`src/rtl/sfifo_stream_reader.sv`:
```
// sfifo_stream_reader: drains an sfifo read port into a registered
// valid/ready stream with packet framing. The most recently popped word is
// held in a pending register until it is known whether it ends a packet.
// A packet ends after PKTLEN words, or after TIMEOUT idle cycles with an
// empty FIFO.
//
// state   | meaning
// --------+-----------------------------------------------------------
// P empty | no word held back; next pop starts a packet at index 0
// P full  | one word held, waiting for a successor, PKTLEN or timeout
// O full  | word presented downstream, held stable until accepted
module sfifo_stream_reader #(
    parameter int BW      = 8,
    parameter int PKTLEN  = 4,
    parameter int TIMEOUT = 8
) (
    input  logic          i_clk,
    input  logic          i_reset,
    input  logic          i_fifo_empty,
    input  logic [BW-1:0] i_fifo_data,
    output logic          o_fifo_rd,
    output logic          o_valid,
    input  logic          i_ready,
    output logic [BW-1:0] o_data,
    output logic          o_last
);

    localparam int IW = (PKTLEN > 1) ? $clog2(PKTLEN) : 1;
    localparam int CW = $clog2(TIMEOUT + 1);
    localparam logic [IW-1:0] IDX_LAST = IW'(PKTLEN - 1);
    localparam logic [CW-1:0] CNT_MAX  = CW'(TIMEOUT);

    logic          p_valid_q, p_valid_d;
    logic [BW-1:0] p_data_q, p_data_d;
    logic [IW-1:0] p_idx_q, p_idx_d;
    logic          o_valid_q, o_valid_d;
    logic [BW-1:0] o_data_q, o_data_d;
    logic          o_last_q, o_last_d;
    logic [CW-1:0] idle_cnt_q, idle_cnt_d;

    logic can_load;
    logic fifo_rd;
    logic rel_a, rel_b, rel_c;
    logic rel_go;
    logic rel_last;

    // Handshake and release decode; a successor pop beats a timeout, so a
    // word only closes by timeout if nothing follows it on that edge.
    always_comb begin
        can_load = !o_valid_q || i_ready;
        fifo_rd  = !i_reset && !i_fifo_empty && (!p_valid_q || can_load);
        rel_a    = p_valid_q && can_load && (p_idx_q == IDX_LAST);
        rel_b    = p_valid_q && can_load && fifo_rd;
        rel_c    = p_valid_q && can_load && (idle_cnt_q == CNT_MAX);
        rel_go   = rel_a || rel_b || rel_c;
        rel_last = rel_a || !rel_b;
    end

    // Next-state for the pending register, output register and idle counter.
    always_comb begin
        p_valid_d  = p_valid_q;
        p_data_d   = p_data_q;
        p_idx_d    = p_idx_q;
        o_valid_d  = o_valid_q;
        o_data_d   = o_data_q;
        o_last_d   = o_last_q;
        idle_cnt_d = idle_cnt_q;

        if (fifo_rd) begin
            p_valid_d = 1'b1;
            p_data_d  = i_fifo_data;
            // A pop with P full always releases P, so rel_last is meaningful.
            if (!p_valid_q || rel_last)
                p_idx_d = '0;
            else
                p_idx_d = p_idx_q + IW'(1);
        end else if (rel_go) begin
            p_valid_d = 1'b0;
        end

        if (rel_go) begin
            o_valid_d = 1'b1;
            o_data_d  = p_data_q;
            o_last_d  = rel_last;
        end else if (o_valid_q && i_ready) begin
            o_valid_d = 1'b0;
        end

        // Saturates while O is blocked so the close happens as soon as O frees.
        if (fifo_rd || !i_fifo_empty)
            idle_cnt_d = '0;
        else if (p_valid_q && (idle_cnt_q != CNT_MAX))
            idle_cnt_d = idle_cnt_q + CW'(1);
    end

    // State registers; reset discards any held or presented word.
    always_ff @(posedge i_clk or posedge i_reset) begin
        if (i_reset) begin
            p_valid_q  <= 1'b0;
            p_data_q   <= '0;
            p_idx_q    <= '0;
            o_valid_q  <= 1'b0;
            o_data_q   <= '0;
            o_last_q   <= 1'b0;
            idle_cnt_q <= '0;
        end else begin
            p_valid_q  <= p_valid_d;
            p_data_q   <= p_data_d;
            p_idx_q    <= p_idx_d;
            o_valid_q  <= o_valid_d;
            o_data_q   <= o_data_d;
            o_last_q   <= o_last_d;
            idle_cnt_q <= idle_cnt_d;
        end
    end

    assign o_fifo_rd = fifo_rd;
    assign o_valid   = o_valid_q;
    assign o_data    = o_data_q;
    assign o_last    = o_last_q;

endmodule

```
`config.mk`:
```
export PLATFORM = sky130hd
export DESIGN_NAME = sfifo_stream_reader
export DESIGN_NICKNAME = d
export VERILOG_FILES = /design/src/rtl/sfifo_stream_reader.sv
export SDC_FILE = /design/constraint.sdc
export NUM_CORES = 1
export LEC_CHECK = 0
export CORE_ASPECT_RATIO = 0.7
export CORE_MARGIN = 8
export CORE_UTILIZATION = 49
export DETAILED_ROUTE_END_ITERATION = 12
export GPL_TIMING_DRIVEN = 0
export PLACE_DENSITY = 0.87
export SKIP_CTS_REPAIR_TIMING = 1
export SYNTH_ARGS = -nofsm -noshare
export SYNTH_HDL_FRONTEND = slang
export SYNTH_SLANG_ARGS = --single-unit
```
`constraint.sdc`:
```
create_clock -name i_clk -period 2.5 [get_ports i_clk]
set_input_delay 0.5 -clock i_clk [delete_from_list [all_inputs] [get_ports i_clk]]
set_output_delay 0.5 -clock i_clk [all_outputs]
set_load 0.03 [all_outputs]
```
Yosys cells after proc, flatten, opt, wreduce, memory -nomap -nowiden
Cells that the tools add are included.

cells by class
  add/subtract/negate cells = 2
  $mul = 0
  div/mod/pow operators = 0
  order comparisons = 0
  equal/unequal tests = 3
  shifts and indexed selects = 0
  mux-type cells = 7
  bitwise gates (word level) = 0
  reduce and logical (&&, ||, !) cells = 23

operators by type and width
  operator             count
  $logic_and 1x1->1    8
  $mux 4               2
  $logic_or 1x1->1     7
  $reduce_bool 2->1    3
  $logic_not 1->1      5
  $add 4x1->4 const B  1
  $eq 4x4->1 const B   1
  $mux 1               4
  $ne 4x4->1 const B   1
  $add 2x1->2 const B  1
  $eq 2x2->1 const B   1
  $mux 2               1

storage, ports and cells
  register bits = 25
  bits in latches = 0
  RAM bits = 0
  memory bits (read-only) = 0
  word-level logic and storage cells = 42
  memories kept = 0

Longest topological paths before layout
Gate-level depths: netlist of the first run.

  depth after elaboration = 9
  gate-level depth with buffers = 5
  mapped depth without buffers = 5

Least setup slack after synthesis of the first run
Ideal clock, no wire load.

  path kind = reg2reg
  from = reg idle_cnt_q[0]
  to = reg o_data_q[0] (netlist: o_data[0])
  setup time = 0.125 ns
  arrival time = 1.624 ns
  data required time = 2.375 ns
  setup slack = 0.751 ns
  cell stages (with the launch flop) = 6
  path through = dfrtp_1 inv_1 ha_1 and3b_1 o311ai_4 mux2_2

on the way
  word-level cells in the longest chain between the ends = 3

RTL lines
  what                      RTL line  source
  start: declaration        39        logic [CW-1:0] idle_cnt_q, idle_cnt_d;
  start signal: assignment  113       idle_cnt_q <= idle_cnt_d;
  $eq 4x4->1                54        rel_c = p_valid_q && can_load && (idle_cnt_q == CNT_MAX);
  $logic_and 1x1->1         54
  $logic_or 1x1->1          55        rel_go = rel_a || rel_b || rel_c;
  end signal: assignment    111       o_data_q <= o_data_d;
  end: declaration          37        logic [BW-1:0] o_data_q, o_data_d;

No other way between the ends.
A chain may end at the register's enable or synchronous reset.

Final worst setup path of the first run
  from = in i_reset
  to = out o_fifo_rd

on the way
  word-level cells in the longest chain between the ends = 3

RTL lines
  what                              RTL line  source
  start: declaration                18        input logic i_reset,
  $logic_not 1->1 (no source line)  --
  $logic_and 1x1->1 (2 in series)   51        fifo_rd = !i_reset && !i_fifo_empty && (!p_valid_q || can_load);
  end: declaration                  21        output logic o_fifo_rd,

No other way between the ends.

==> results of run 1 <==
-- cells in the mapped netlist --
library cell  count  share of area
a21boi_0          1         0.0070
a21o_1            2          0.014
a21oi_1           1         0.0046
a22o_1            1         0.0081
a31oi_1           1         0.0058
and2_1            2          0.012
and3b_1           1         0.0081
clkbuf_1          1         0.0035
dfrtp_1          25           0.58
ha_1              3          0.035
inv_1             4          0.014
inv_2             1         0.0035
mux2_2           17           0.18
nand2_1           4          0.014
nand2b_1          1         0.0058
nand3b_1          1         0.0070
nand4_1           3          0.017
nor2_1            2         0.0070
nor2b_1           1         0.0058
nor4b_1           1         0.0081
o21ai_0           2         0.0093
o311ai_4          1          0.024
or2_2             1         0.0058
or3_2             2          0.014
xnor2_1           1         0.0081
-- worst min path at each step --
stage,start,endpoint,cells after the start
2_1_floorplan,p_data_q[0],o_data[0],1
5_1_grt,o_data[7],o_data[7],1
4_1_cts,o_data[7],o_data[7],1
3_5_place_dp,p_data_q[6],o_data[6],1
3_3_place_gp,p_data_q[2],o_data[2],1
6_report,p_data_q[0],o_data[0],1
-- worst max-delay path: stages --
cell	delay [ps]
clkdlybuf4s50_1	430
or2_2	310
a21o_1	210
inv_4	130
clkbuf_4	210
-- per-stage QoR --
stage,setup slack (ps),instance area [um2]
after floorplan,751,1080
after global placement,-469,1340
after detailed placement,-485,1340
after CTS,-496,1360
after global routing,160,1370
final,212,1370
-- flip-flops by register name, indices dropped and copies added (netlist names) --
register    count
o_data          8
p_data_q        8
idle_cnt_q      4
p_idx_q         2
o_last          1
o_valid         1
p_valid_q       1
-- cell families (layout without fill, tap and decap cells) --
kind of cell,count (synthesis),in the layout,synth area share
buf+inv,6,32,0.0209
compound gates,9,9,0.0732
flops,25,25,0.581
xor+xnor,1,1,0.00813
mux,17,17,0.178
fa+ha+maj,3,3,0.0348
simple gates,19,19,0.105
-- cell type report --
class                           count  area [um2]  share of cell area
Sequential cell                    25         626               0.458
Multi-Input combinational cell     49         429               0.314
Timing Repair Buffer               22         220               0.161
Tap cell                           32        40.0              0.0293
Clock buffer                        4        26.3              0.0192
Inverter                            5        21.3              0.0156
Buffer                              1        3.75             0.00275
-- per-layer routing --
layer,up-vias,global-route usage
li1,339,-
met1,361,0.111
met2,13,0.212
met3,2,0.0396
met4,0,0.0348
met5,-,0
-- layout by cell type, fill, tap and decap left out --
cell	instances
dfrtp_1	25
clkdlybuf4s50_1	20
mux2_2	17
inv_1	4
nand2_1	4
clkbuf_4	4
nand4_1	3
ha_1	3
nor2_1	2
clkbuf_1	2
or3_2	2
a21o_1	2
and2_1	2
o21ai_0	2
and3b_1	1
nand2b_1	1
o311ai_4	1
nor2b_1	1
or2_2	1
inv_4	1
nor4b_1	1
a22o_1	1
a31oi_1	1
nand3b_1	1
a21boi_0	1
xnor2_1	1
a21oi_1	1
dlymetal6s2s_1	1
-- where the power goes --
group	total (uW)	switching [uW]	internal (uW)
Combinational	605	317	287
Clock	168	106	62.2
Sequential	615	76.7	538
Total	1390	500	888
==> metrics.txt, run 1 <==
worst vdd ir=0.000484 V; Max Used Layer=met4; largest net degree at the start of global routing=26; grt ovf=0; number of global-route vias before repair=771; Hold WC Path Type=reg -> reg; Post-DRT Antenna Nets=0; GRT Util Overall=0.112; final hold vios=0; Syn. warnings=0; mapped cell area=1080 um2; sequential fraction of the synthesis area=0.581; Crit path arrival time=1790 ps; CTS H-Tree Depth=1; Root Buffer=clkbuf_4; wl on met1=807 um; crit end category=output pin; Vias/cell=5.18; placed instance count=134; initial core utilization=0.508; Post-Route Setup TNS=0 ps; Worst R2R Setup Slack=540 ps; aggregate routed wire length=2.13 mm; critical-path maximum fanout=9; CTS clk-pin slew, worst paths=120 ps; Yosys reg bits=25; end-of-flow core utilization=0.645; Finished Layout Cells=138; die area=3980 um2; Antenna Cells=0; post-DP HPWL=1.64 mm; cell count after synthesis=80; Sink Count=25; fin. max-slew vios=0; startpoint types=input port; Synth Net Count=95; unrepaired setup endpoints after global routing=no; maximum clock rate=437 MHz; FF-to-FF Start=idle_cnt_q[0]; slew margin rel.=0.394; Synth Area per Inst=13.5 um2; Setup CP Type=in -> out; routability cong.=0.738; DR WL met3=100 um; TritonCTS clock tree=built; fraction of layout cells with a size suffix above 1=0.245; via count=715; total power=1390 uW; Num CTS Buffers=3; Final Cycle Share=0.915; crit path to=o_fifo_rd; CP required=2000 ps; Final #Nets=122; worst slew pin tran=907 ps; met2 WL post-DR=1.20 mm; drt drc=0; Worst R2R Path Depth=5; Area Growth Syn to Fin=26.8%; Port Buffers=22; Synth cell types=25; DR pass1 iterations=4; routed length per instance=15.4 um; core region area=2120 um2; status=completed; CP startpoint=i_reset; Pleak=0.000598 uW; final setup violation count=0; P per Cell Area=1020 nW/um2; Die Ht=55.2 um; Die X=72.0 um; reg2reg end=o_data[1]; Site Rows=14; Clock Skew=1.74 ps; initial antenna violation count=0; I/O pins=23; 1st-iter DRT viols=8; hold slack=517 ps; fin crit period=2290 ps; max cap viols=0; clock latency on the worst-skew pair=300 ps; filler instances=174; Max clock buf depth=2; first-pass GRT wire length=3.48 mm
Note: power is estimated with default switching activity, not from simulation.
==> run 2, diff against run 1 <==
- ABC_CLOCK_PERIOD_IN_PS: unset -> 2500
- SETUP_SLACK_MARGIN: unset -> 0.5
==> run 2 against run 1 <==
Net effect:
- combinational power up 5.3%
- utilization up 3.4 points
- register-to-register slack better by 130 ps
- non-clock buffer count up 8
- clock-buffer cell count unchanged
- sequential power about the same
- total power up 2.6%
- critical endpoint unchanged
==> metrics.txt, run 2 (same netlist as run 1, synthesis figures left out) <==
slew margin rel.=0.396 (was 0.394); CP required=2000 ps (about the same); Clock Skew=1.90 ps (was 1.74 ps); CP Cell Sequence=clkbuf_1 > a21o_1 > inv_4 > buf_6 (was clkdlybuf4s50_1 > or2_2 > a21o_1 > inv_4 > clkbuf_4); routed length per instance=15.9 um (was 15.4 um); CTS clk-pin slew, worst paths=120 ps (about the same); TritonCTS clock tree=built (unchanged); drt drc=0 (unchanged); Die X=72.0 um (unchanged); Seq pwr share=0.431 (was 0.443); 1st-iter DRT viols=13 (was 8); Post-DRT Antenna Nets=0 (unchanged); Antenna Cells=0 (unchanged); Crit path arrival time=1510 ps (was 1790 ps); initial core utilization=0.508 (unchanged); clock network fraction of total power=0.121 (about the same); end-of-flow core utilization=0.678 (was 0.645); aggregate routed wire length=2.32 mm (was 2.13 mm); Vias/cell=5.12 (was 5.18); fin crit period=2010 ps (was 2290 ps); Slowest-stage cell, CP=clkbuf_1 (was clkdlybuf4s50_1); worst vdd ir=0.000494 V (was 0.000484 V); Top delay family on crit path=buffers and inverters (unchanged); maximum clock rate=497 MHz (was 437 MHz); worst slew pin tran=906 ps (was 907 ps); grt ovf=0 (unchanged); Sink Count=25 (unchanged); Pleak=0.000648 uW (was 0.000598 uW); Sw Ratio=0.361 (was 0.360); first-pass GRT wire length=3.48 mm (unchanged); internal power component=910 uW (was 888 uW); DR pass1 iterations=6 (was 4); crit end category=output pin (unchanged); initial antenna violation count=0 (unchanged); post-DP HPWL=1.64 mm (unchanged); die area=3980 um2 (unchanged); commonest non-fill, non-tap cells in the layout=25 x dfrtp_1, 19 x clkdlybuf4s50_1, 17 x mux2_2 (was 25 x dfrtp_1, 20 x clkdlybuf4s50_1, 17 x mux2_2); routability cong.=0.738 (unchanged); Port Buffers=22 (unchanged); via count=747 (was 715); Die Ht=55.2 um (unchanged); WP buf/inv=3 (unchanged); unrepaired setup endpoints after global routing=yes (was no); Site Rows=14 (unchanged); fin. max-slew vios=0 (unchanged); critical-path maximum fanout=10 (was 9); number of global-route vias before repair=771 (unchanged); Num CTS Buffers=3 (unchanged); Switch Pwr=514 uW (was 500 uW); Setup CP Type=reg -> out (was in -> out); final hold vios=0 (unchanged); GRT Util Overall=0.112 (unchanged); Final Cycle Share=0.805 (was 0.915); status=completed (unchanged); filler instances=158 (was 174); core region area=2120 um2 (unchanged); P per Cell Area=991 nW/um2 (was 1020 nW/um2); Post-Route Setup TNS=0 ps (unchanged); max cap viols=0 (unchanged); largest net degree at the start of global routing=26 (unchanged); Gate power share=0.447 (was 0.436); fraction of layout cells with a size suffix above 1=0.307 (was 0.245); CTS H-Tree Depth=1 (unchanged); max incr delay on CP=370 ps (was 430 ps); Hold WC Path Type=in -> async (was reg -> reg); clock latency on the worst-skew pair=310 ps (was 300 ps); final setup violation count=0 (unchanged); startpoint types=flip-flop (was input port); most common cell after layout, fill and taps aside=dfrtp_1 (unchanged); Max clock buf depth=2 (unchanged); I/O pins=23 (unchanged); Root Buffer=clkbuf_4 (unchanged); Final #Nets=130 (was 122); Area Growth Syn to Fin=33.4% (was 26.8%)
[run 2: worst paths after layout]
path                                     from        end  slack (ps)  cells after the start
worst max-delay path                p_valid_q  o_fifo_rd         490                      4
worst min-delay path                  i_reset    o_valid         420                      2
worst max register to register  idle_cnt_q[0]  o_data[1]         670                      6
worst min register to register      o_data[7]  o_data[7]         520                      1
max in group asynchronous             i_reset  o_data[1]        1520                      2
min in group i_clk                  o_data[7]  o_data[7]         520                      1
[run 2: layout make-up]
type                       instances  area, um2  area share
buffer                             1       3.75     0.00261
clock buffer                       4       26.3      0.0183
inverter                           5       21.3      0.0148
multi-input combinational         49        434       0.302
sequential                        25        626       0.435
tap                               32       40.0      0.0279
timing repair buffer              30        287       0.199
[run 2: power groups by stage]
stage	combinational (uW)	clock, uW	sequential (uW)
floorplan	219	0	769
global placement	593	0	612
detailed placement	612	0	624
CTS	614	180	615
global route	683	194	632
finish	637	173	614
[run 2: per-stage QoR]
step / power [uW] / instance area, um2 / hold WS [ps] / setup slack [ps] / std cells
after global placement: 1210 / 1340 / 482 / -469 / 134
after global routing: 1510 / 1440 / 510 / 405 / 146
after floorplan: 987 / 1080 / 477 / 751 / 80
final: 1420 / 1440 / 424 / 488 / 146
after detailed placement: 1240 / 1340 / 491 / -485 / 134
after CTS: 1410 / 1360 / 521 / -496 / 138
[run 2: worst register-to-register path: stages, from the launching register on]
cell,delay (ps)
dfrtp_1,420
inv_1,70
ha_1,220
and3b_1,240
o311ai_4,240
buf_4,190
mux2_2,340
[run 2: routing by layer]
layer	wire, um	track usage
met1	891	0.111
met2	1310	0.212
met3	93	0.0396
met4	30	0.0348
met5	0	0
==> run 3, diff against run 2 <==
- ABC_CLOCK_PERIOD_IN_PS: 2500 -> 2000
- clock period: 2.5 -> 2 ns (I/O delays scaled with it)
==> run 3 against run 2 <==
Net effect:
- sequential power increased by 28%
- largest power group unchanged
- first-iteration DRC count rose to 3.8 times the previous value
- final cell count grew 5.5%
- largest cell class unchanged
- critical path type unchanged
- routed wire length rose by 32%
- utilization grew 9.3 points
- die area unchanged
- clock skew up 2.5 ps
- sequential cell count stayed put
- clock power rose by 27%
- combinational power increased by 60%
==> metrics.txt, run 3 (same netlist as run 1, synthesis figures left out) <==
max incr delay on CP=350 ps (was 370 ps); status=completed (unchanged); total power=2020 uW (was 1420 uW); critical-path maximum fanout=10 (unchanged); Max clock buf depth=2 (unchanged); Final #Nets=138 (was 130); WP buf/inv=3 (unchanged); routed length per instance=19.8 um (was 15.9 um); CTS clk-pin slew, worst paths=130 ps (was 120 ps); initial core utilization=0.508 (unchanged); hold slack=347 ps (was 424 ps); GRT Util Overall=0.125 (was 0.112); grt ovf=0 (unchanged); Hold WC Path Type=in -> async (unchanged); max cap viols=0 (unchanged); first-pass GRT wire length=3.81 mm (was 3.48 mm); crit end category=output pin (unchanged); Sequential Area=627 um2 (was 626 um2); via count=817 (was 747); I/O pins=23 (unchanged); Clock Skew=4.43 ps (was 1.90 ps); maximum clock rate=534 MHz; Die X=72.0 um (unchanged); Worst R2R Setup Slack=140 ps (was 670 ps); Top delay family on crit path=buffers and inverters (unchanged); Worst R2R Path Depth=6 (unchanged); CTS H-Tree Depth=1 (unchanged); P per Cell Area=1240 nW/um2 (was 991 nW/um2); Pleak=0.000880 uW (was 0.000648 uW); final hold vios=0 (unchanged); fin. max-slew vios=0 (unchanged); filler instances=118 (was 158); multi-input combinational cell area=512 um2 (was 434 um2); Crit path arrival time=1470 ps (was 1510 ps); Root Buffer=clkbuf_4 (unchanged); CP startpoint=p_valid_q (unchanged); Final Cycle Share=0.936; 1st-iter DRT viols=49 (was 13); CP Cell Sequence=buf_2 > a21o_1 > clkinv_4 > buf_4 (was clkbuf_1 > a21o_1 > inv_4 > buf_6); largest net degree at the start of global routing=26 (unchanged); Post-DRT Antenna Nets=0 (unchanged); core region area=2120 um2 (unchanged); final setup violation count=0 (unchanged); Sink Count=25 (unchanged); fin crit period=1870 ps; aggregate routed wire length=3.06 mm (was 2.32 mm); startpoint types=flip-flop (unchanged); worst slew pin tran=957 ps (was 906 ps); Slowest-stage cell, CP=dfrtp_1 (was clkbuf_1); crit path to=o_fifo_rd (unchanged); DR pass1 iterations=4 (was 6); Num CTS Buffers=3 (unchanged); Post-Route Setup TNS=0 ps (unchanged); die area=3980 um2 (unchanged); FF-to-FF Start=idle_cnt_q[1] (was idle_cnt_q[0]); reg2reg end=o_data[3] (was o_data[1]); number of global-route vias before repair=802 (was 771); commonest non-fill, non-tap cells in the layout=24 x dfrtp_1, 15 x buf_4, 14 x mux2_4 (was 25 x dfrtp_1, 19 x clkdlybuf4s50_1, 17 x mux2_2); clock latency on the worst-skew pair=310 ps (about the same); fraction of layout cells with a size suffix above 1=0.418 (was 0.307); unrepaired setup endpoints after global routing=yes (unchanged); Antenna Cells=0 (unchanged); Area Growth Syn to Fin=51.7% (was 33.4%); WP depth=4 (unchanged); slew margin rel.=0.361 (was 0.396); drt drc=0 (unchanged); post-DP HPWL=1.83 mm (was 1.64 mm); Port Buffers=22 (unchanged); TritonCTS clock tree=built (unchanged); Setup CP Type=reg -> out (unchanged); Vias/cell=5.31 (was 5.12); initial antenna violation count=0 (unchanged); Die Ht=55.2 um (unchanged); most common cell after layout, fill and taps aside=dfrtp_1 (unchanged); CP required=1600 ps (was 2000 ps); Site Rows=14 (unchanged); routability cong.=0.783 (was 0.738); end-of-flow core utilization=0.771 (was 0.678); worst vdd ir=0.000707 V (was 0.000494 V)
## run 3: worst min path at each step
stage | start | endpoint | slack, ps | depth (start not counted)
2_1_floorplan | i_reset | idle_cnt_q[0] | 430 | 1
3_3_place_gp | p_data_q[7] | p_data_q[7] | 480 | 1
3_5_place_dp | o_data[5] | o_data[5] | 500 | 1
4_1_cts | o_data[5] | o_data[5] | 520 | 1
5_1_grt | i_reset | idle_cnt_q[3] | 430 | 2
6_report | i_reset | idle_cnt_q[2] | 350 | 2
## run 3: final cells by class
type,instances,share of cell area
Clock buffer,4,0.0161
Sequential cell,25,0.384
Inverter,5,0.0145
Timing Repair Buffer,38,0.245
Multi-Input combinational cell,49,0.313
Tap cell,32,0.0245
Buffer,1,0.00306
## run 3: power by group
group	total, uW	switching, uW	internal, uW
clock network	220	142	78.0
logic	1020	487	533
registers	783	109	674
## run 3: through the flow
stage | std cells | cell area, um2 | worst slack [ps]
finish | 154 | 1630 | 127
global route | 154 | 1630 | 86.4
CTS | 138 | 1390 | -733
detailed placement | 134 | 1370 | -731
global placement | 134 | 1370 | -677
floorplan | 80 | 1110 | 294
## run 3: layer usage
| layer | up-vias | GRT usage | share of wire |
|---|---|---|---|
| li1 | 366 | - | - |
| met1 | 420 | 0.126 | 0.42 |
| met2 | 25 | 0.224 | 0.51 |
| met3 | 6 | 0.0414 | 0.046 |
| met4 | 0 | 0.0609 | 0.026 |
| met5 | - | 0 | 0 |
